`config.mk`:
```
export PLATFORM = sky130hd
export DESIGN_NAME = mc_controller
export DESIGN_NICKNAME = d
export VERILOG_FILES = /design/src/rtl/mc_controller.sv
export SDC_FILE = /design/constraint.sdc
export NUM_CORES = 1
export LEC_CHECK = 0
export CAP_MARGIN = 10
export CORE_ASPECT_RATIO = 0.5
export CORE_MARGIN = 4
export CORE_UTILIZATION = 33
export CTS_CLUSTER_SIZE = 24
export DETAILED_ROUTE_END_ITERATION = 8
export GPL_ROUTABILITY_DRIVEN = 0
export PLACE_DENSITY = 0.77
export SLEW_MARGIN = 40
export SYNTH_ARGS = -nofsm -noshare
export SYNTH_HDL_FRONTEND = slang
export SYNTH_SLANG_ARGS = --single-unit
```
`constraint.sdc`:
```
create_clock -name clk -period 1.15 [get_ports clk]
set_input_delay 0.1725 -clock clk [delete_from_list [all_inputs] [get_ports clk]]
set_output_delay 0.1725 -clock clk [all_outputs]
set_load 0.1 [all_outputs]
```
`src/rtl/mc_controller.sv`:
```
// Multicycle control unit for the ARM-subset processor.
// Holds the main FSM, ALU decoder, NZCV flag register and condition check.
// Ports:
//   clk, reset        - rising-edge clock, synchronous active-high reset
//   Instr, ALUFlags   - instruction register contents and combinational NZCV from the ALU
//   PCWrite, MemWrite, RegWrite, IRWrite - write enables (held low while reset is high)
//   AdrSrc, RegSrc, ALUSrcA, ALUSrcB, ResultSrc, ImmSrc, ALUControl - datapath muxes
module mc_controller #(
    parameter logic [3:0] FLAGS_RST = 4'b0000
) (
    input  logic        clk,
    input  logic        reset,
    input  logic [31:0] Instr,
    input  logic [3:0]  ALUFlags,
    output logic        PCWrite,
    output logic        MemWrite,
    output logic        RegWrite,
    output logic        IRWrite,
    output logic        AdrSrc,
    output logic [1:0]  RegSrc,
    output logic [1:0]  ALUSrcA,
    output logic [1:0]  ALUSrcB,
    output logic [1:0]  ResultSrc,
    output logic [1:0]  ImmSrc,
    output logic [1:0]  ALUControl
);

    typedef enum logic [3:0] {
        StFetch, StDecode, StMemAdr, StMemRd, StMemWb,
        StMemWr, StExecR, StExecI, StAluWb, StBranch
    } state_e;

    state_e      state_q, state_d;
    logic [3:0]  flags_q;
    logic        condex_q;

    logic [1:0]  op;
    logic [5:0]  funct;
    logic [3:0]  rd;
    logic [3:0]  cond;
    logic [3:0]  cmd;
    logic        cond_ok;
    logic        rd_pc;
    logic [1:0]  alu_dec;
    logic [1:0]  flagw;
    logic        fn, fz, fc, fv;
    logic        unused_instr;

    assign op    = Instr[27:26];
    assign funct = Instr[25:20];
    assign rd    = Instr[15:12];
    assign cond  = Instr[31:28];
    assign cmd   = funct[4:1];
    assign rd_pc = (rd == 4'd15);
    assign unused_instr = ^{Instr[19:16], Instr[11:0]};

    assign {fn, fz, fc, fv} = flags_q;

    // Condition evaluation against the registered flags.
    always_comb begin
        cond_ok = 1'b0;
        case (cond)
            4'b0000: cond_ok = fz;
            4'b0001: cond_ok = ~fz;
            4'b0010: cond_ok = fc;
            4'b0011: cond_ok = ~fc;
            4'b0100: cond_ok = fn;
            4'b0101: cond_ok = ~fn;
            4'b0110: cond_ok = fv;
            4'b0111: cond_ok = ~fv;
            4'b1000: cond_ok = fc & ~fz;
            4'b1001: cond_ok = ~fc | fz;
            4'b1010: cond_ok = (fn == fv);
            4'b1011: cond_ok = (fn != fv);
            4'b1100: cond_ok = ~fz & (fn == fv);
            4'b1101: cond_ok = fz | (fn != fv);
            4'b1110: cond_ok = 1'b1;
            default: cond_ok = 1'b0;
        endcase
    end

    // ALU decoder; C,V are only written by arithmetic ops.
    always_comb begin
        case (cmd)
            4'b0100: alu_dec = 2'b00;
            4'b0010: alu_dec = 2'b01;
            4'b0000: alu_dec = 2'b10;
            4'b1100: alu_dec = 2'b11;
            default: alu_dec = 2'b00;
        endcase
        flagw[1] = funct[0];
        flagw[0] = funct[0] & ((cmd == 4'b0100) | (cmd == 4'b0010));
    end

    // State register.
    always_ff @(posedge clk) begin
        if (reset) begin
            state_q <= StFetch;
        end else begin
            state_q <= state_d;
        end
    end

    // Condition latch and flag register.
    always_ff @(posedge clk) begin
        if (reset) begin
            condex_q <= 1'b0;
            flags_q  <= FLAGS_RST;
        end else begin
            if (state_q == StDecode) begin
                condex_q <= cond_ok;
            end
            if (((state_q == StExecR) || (state_q == StExecI)) && condex_q) begin
                if (flagw[1]) flags_q[3:2] <= ALUFlags[3:2];
                if (flagw[0]) flags_q[1:0] <= ALUFlags[1:0];
            end
        end
    end

    // Next-state logic.
    always_comb begin
        state_d = StFetch;
        case (state_q)
            StFetch:  state_d = StDecode;
            StDecode: begin
                case (op)
                    2'b01:   state_d = StMemAdr;
                    2'b00:   state_d = funct[5] ? StExecI : StExecR;
                    2'b10:   state_d = StBranch;
                    default: state_d = StFetch;
                endcase
            end
            StMemAdr: state_d = funct[0] ? StMemRd : StMemWr;
            StMemRd:  state_d = StMemWb;
            StExecR:  state_d = StAluWb;
            StExecI:  state_d = StAluWb;
            default:  state_d = StFetch;
        endcase
    end

    // Output logic.
    always_comb begin
        PCWrite    = 1'b0;
        MemWrite   = 1'b0;
        RegWrite   = 1'b0;
        IRWrite    = 1'b0;
        AdrSrc     = 1'b0;
        ALUSrcA    = 2'b00;
        ALUSrcB    = 2'b00;
        ResultSrc  = 2'b00;
        ALUControl = 2'b00;
        case (state_q)
            StFetch: begin
                IRWrite   = 1'b1;
                PCWrite   = 1'b1;
                ALUSrcA   = 2'b01;
                ALUSrcB   = 2'b10;
                ResultSrc = 2'b10;
            end
            StDecode: begin
                ALUSrcA   = 2'b01;
                ALUSrcB   = 2'b10;
                ResultSrc = 2'b10;
            end
            StMemAdr: ALUSrcB = 2'b01;
            StMemRd:  AdrSrc  = 1'b1;
            StMemWb: begin
                ResultSrc = 2'b01;
                RegWrite  = condex_q;
                PCWrite   = condex_q & rd_pc;
            end
            StMemWr: begin
                AdrSrc   = 1'b1;
                MemWrite = condex_q;
            end
            StExecR:  ALUControl = alu_dec;
            StExecI: begin
                ALUSrcB    = 2'b01;
                ALUControl = alu_dec;
            end
            StAluWb: begin
                RegWrite = condex_q;
                PCWrite  = condex_q & rd_pc;
            end
            StBranch: begin
                ALUSrcB   = 2'b01;
                ResultSrc = 2'b10;
                PCWrite   = condex_q;
            end
            default: ;
        endcase
        // Reset can land mid-instruction; no write may escape in that cycle.
        if (reset) begin
            PCWrite  = 1'b0;
            MemWrite = 1'b0;
            RegWrite = 1'b0;
            IRWrite  = 1'b0;
        end
    end

    assign RegSrc = {op == 2'b01, op == 2'b10};
    assign ImmSrc = op;

endmodule

```
Yosys cells after proc, flatten, opt, wreduce, memory -nomap -nowiden
Index checks and enable logic that the tools add are counted.
{ "word_totals": {"ff_bits": 9, "latchBits": 0, "ramBits": 0, "rom_bits": 0, "in_bits": 38, "out_inout_bits": 17, "wordCells": 79, "n_memories": 0} }
{ "classes": {"add_sub_neg": 0, "n_mul": 0, "div": 0, "magnitude_cmp": 0, "n_eq_ne": 31, "n_shift": 0, "n_mux": 19, "bitwise": 11, "reduce_logical": 14} }
{ "ops": {"columns": ["op", "count"], "rows": [
  ["equality test 4 bit, second input constant", 11],
  ["equality test 4 x 3 -> 1 bit, second input constant", 9],
  ["equality test 4 x 2 -> 1 bit, second input constant", 5],
  ["one-hot mux 4 bit (5 select lines)", 1],
  ["one-hot mux 1 bit (15 select lines)", 1],
  ["logical NOT 4 bit", 3],
  ["one-hot mux 4 bit (3 select lines)", 1],
  ["two-way mux 1 bit", 10],
  ["equality test 4 x 1 -> 1 bit, second input constant", 2],
  ["one-hot mux 2 bit (2 select lines)", 2],
  ["OR reduction 2 bit", 4],
  ["one-hot mux 2 bit (3 select lines)", 1],
  ["OR reduction 3 bit", 2],
  ["AND 1 bit", 4],
  ["inverter 1 bit", 4],
  ["AND reduction 2 bit", 2],
  ["two-way mux 3 bit", 1],
  ["bitwise OR 1 bit", 3],
  ["one-hot mux 1 bit (3 select lines)", 1],
  ["equality test 2 x 1 -> 1 bit, second input constant", 1],
  ["equality test 2 bit, second input constant", 1],
  ["logical NOT 2 bit", 1],
  ["two-way mux 2 bit", 1],
  ["equality test 1 bit", 1],
  ["other kinds (3)", 3]
]} }

Longest topological paths before layout
{ "logic_depth": {"depth_word": 4, "ltp_mapped": 6, "depth_no_buf": 5} }

Least setup slack after synthesis
Ideal clock, no wire load.
{ "synth_timing": {"path_type": "flip-flop to output port", "startpoint": "reg state_q[2]", "endpoint": "out MemWrite", "t_arrival_ns": 3.537, "t_required_ns": 0.978, "setup_slack_ns": -2.559, "stages_incl_launch_ff": 4, "n_path_buf": 1, "path_cell_list": "dfxtp_1 buf_4 inv_1 nor4_1"} }
{ "synth_via": {"elab_chain_cells": 3} }
{ "synth_rtl": {"columns": ["element", "line_no", "source"], "rows": [
  ["from (decl)", "33", "state_e state_q, state_d;"],
  ["from (signal assigned)", "98", "state_q <= StFetch;"],
  ["from (signal assigned)", "100", "state_q <= state_d;"],
  ["equality test 4 x 3 -> 1 bit", "152", "case (state_q)"],
  ["two-way mux 1 bit", "152", null],
  ["two-way mux 1 bit", "193", "if (reset) begin"],
  ["to (decl)", "16", "output logic MemWrite,"]
]} }
Every way passes these cells.

Worst setup path in the final report
{ "layout_timing": {"startpoint": "reg state_q[2]", "endpoint": "out ALUSrcB[0]"} }
{ "layout_via": {"elab_chain_cells": 3} }
{ "layout_rtl": {"columns": ["element", "line_no", "source"], "rows": [
  ["equality test 4 x 3 -> 1 bit, or another cell as far along", "152", null],
  ["OR reduction 3 bit (no source line) or OR reduction 2 bit (tied branches)", null, null],
  ["one-hot mux 2 bit (2 select lines) (*)", "152", null],
  ["to (decl)", "22", "output logic [1:0] ALUSrcB,"]
]} }
Every way passes the cells marked *; elsewhere a longest branch is shown, timed or not.

==> results.json <==
{
  "synth_seq_cells": 9,
  "place_area_um2": 1750,
  "p_total_mw": 1.70,
  "crit_arrival_ns": 1.45,
  "cts_root_buf": "clkbuf_8",
  "cts_buffer_depth": 2,
  "fin_util_pct": 83.8,
  "grt_pass1_wl_mm": 5.32,
  "yosys_warnings": 0,
  "clock-sinks": 9,
  "rsz0062_at_grt": "true",
  "multi_input_area_um2": 820,
  "synthCells": 119,
  "cp-start-kind": "register",
  "met3_length_um": 211,
  "tns_ns": -5.98,
  "route.met2.wl_mm": 1.86,
  "clk_pin_slew_ns": 0.06,
  "htreeDepth": 1,
  "drc_errors": 0,
  "final-setup-viol-count": 18,
  "io_buffer_count": 37,
  "drv_slew": 0,
  "peakVddDrop_mv": 0.984,
  "grt_max_degree": 11,
  "synthFlopType": "dfxtp_1",
  "worstHoldPathType": "in -> reg",
  "grt_pass1_vias": 1177,
  "vias_per_cell": 5.27,
  "cap_violations": 0,
  "synth_compound_area_share_pct": 17.4,
  "routed_wl_mm": 3.66,
  "endpoint_kind": "output pin",
  "synth-simple-area-share_pct": 39.9,
  "wl_met1_mm": 1.55,
  "failed_checks": "negative setup slack",
  "drt-initial-drc-count": 40,
  "die_h_um": 44.1,
  "syn_area_um2": 862,
  "setup_ws_ns": -0.471,
  "num_io_pins": 55,
  "p_leak_nw": 0.799,
  "wire_per_inst_um": 16.8,
  "seq_area_frac_synth_pct": 20.9,
  "ctsHoldBuffers": 0,
  "finClkSkew_ns": 0.00764,
  "synth_nets": 157,
  "track_usage_pct": 19.1,
  "synth.top_cells.by_area": "dfxtp_1 (21%), xnor2_1 (6.1%), nor2_1 (5.2%)",
  "period_share_pct": 141,
  "synth_edf_count": 0,
  "ant_nets": 0,
  "max_freq_mhz": 617,
  "r2r_slack_ns": -0.36,
  "async_reset_ff_share_pct": 0,
  "synth_xor_area_share_pct": 7.11,
  "yosys.area.top_type_share_pct": 20.9,
  "hp-start": "reset",
  "yosysMostFrequentCell": "nor2_1",
  "tritoncts": "built",
  "overflow": 0,
  "antenna_found_initial": 0,
  "firstDrtPassIters": 4,
  "synth_cell_types": 39,
  "synth_area_leader_cell": "dfxtp_1",
  "coreArea_um2": 2340,
  "final_cell_area_um2": 1960,
  "diodes": 0,
  "dp_hpwl_mm": 2.52,
  "top_layer": "met4",
  "numCtsBuffers": 3,
  "final-seq-area_um2": 196,
  "area_growth_pct": 128,
  "num_vias": 1149,
  "required_ns": 0.98,
  "die_area_um2": 3540,
  "cp_max_fo": 5,
  "status": "complete, but fails checks",
  "clk_latency_ns": 0.25,
  "synth_mux_area_share_pct": 3.48,
  "r2r_cells": 6,
  "period_minus_slack_ns": 1.62,
  "drive_above_1_share_pct": 53.0,
  "synth.avg_cell_area_um2": 7.24,
  "layout.nets": 222,
  "rows": 12,
  "fillers": 132,
  "r2r-end": "flags_q[0]",
  "die_w_um": 80.3,
  "min_to": "flags_q[3]",
  "worstSetupPathType": "reg -> out",
  "min_path_cells": 3,
  "final-hold-violation-count": 0,
  "hold_ws_ns": 0.477,
  "p_per_area_nw_per_um2": 865,
  "synthTopCellsByCount": "nor2_1 (12), dfxtp_1 (9), nand2_1 (9)",
  "r2r-start": "state_q[3]",
  "synthAdderAreaFrac_pct": 0,
  "synth_top_family_by_area": "simple AND/OR/NAND/NOR gates",
  "start_util_pct": 36.8
}
## placed cells by master (no fill, tap or decap), types with 4 or more instances in the layout
cell type	n
nor3_4	4
dlygate4sd2_1	6
buf_4	26
dfxtp_4	4
clkdlybuf4s50_1	13
buf_6	8
nor2_1	9
xnor2_1	4
nor4_4	4
a21oi_2	4
dfxtp_1	4
o21ai_0	6
buf_12	16
a21oi_1	4
nand2_1	7
## worst max-delay path, stage by stage, from the launching register on
cell and delay [ns]:
dfxtp_4 0.39, buf_6 0.13, buf_8 0.12, xnor2_2 0.12, a32o_2 0.26, buf_12 0.17
## through the flow
stage	instances	setup WS [ns]
2_1_floorplan	119	-1.26
4_1_cts	217	-0.498
3_5_place_dp	210	-0.550
5_1_grt	218	-0.502
6_report	218	-0.471
3_3_place_gp	210	-0.449
## kinds of logic after synthesis
| group | after synthesis |
|---|---|
| compound gates | 25 |
| flops | 9 |
| other cells | 1 |
| xor+xnor | 7 |
| simple gates | 57 |
| mux | 3 |
| buf+inv | 17 |
## worst max path at each step
stage / startpoint / endpoint / slack [ns] / depth (start not counted)
2_1_floorplan: state_q[3] / PCWrite / -1.26 / 4
3_3_place_gp: reset / PCWrite / -0.45 / 5
3_5_place_dp: reset / PCWrite / -0.55 / 5
4_1_cts: state_q[3] / IRWrite / -0.50 / 3
5_1_grt: state_q[3] / IRWrite / -0.50 / 3
6_report: state_q[2] / ALUSrcB[0] / -0.47 / 5
## metal layers
layer,vias up,track usage [%]
li1,543,-
met5,-,0
met1,561,22.7
met2,41,34.7
met4,0,3.37
met3,4,6.10
## sequential cells by signal (all words and copies together), names as in the netlist
signal / cells
state_q: 4
condex_q: 1
flags_q: 4
## timing repair
action | 4_1_cts | 5_1_grt
resized for setup | 24 | 25
hold endpoints to repair | 0 | 0
pin swaps | 8 | 8
endpoints found under the setup margin | 22 | 21
setup buffers | 3 | 2
## power breakdown
group	internal [mW]	total [mW]	switching [mW]
registers	0.325	0.355	0.0305
logic	0.396	0.936	0.541
clock network	0.245	0.407	0.163
## cell type report
| cell class | count | share of cell area [%] |
|---|---|---|
| well taps | 35 | 2.23 |
| repair buffers | 73 | 43.0 |
| clock buffers | 4 | 2.29 |
| inverters | 4 | 0.765 |
| flip-flops and latches | 9 | 10.0 |
| multi-input cells | 93 | 41.7 |
Note: power is estimated with default switching activity, not from simulation.
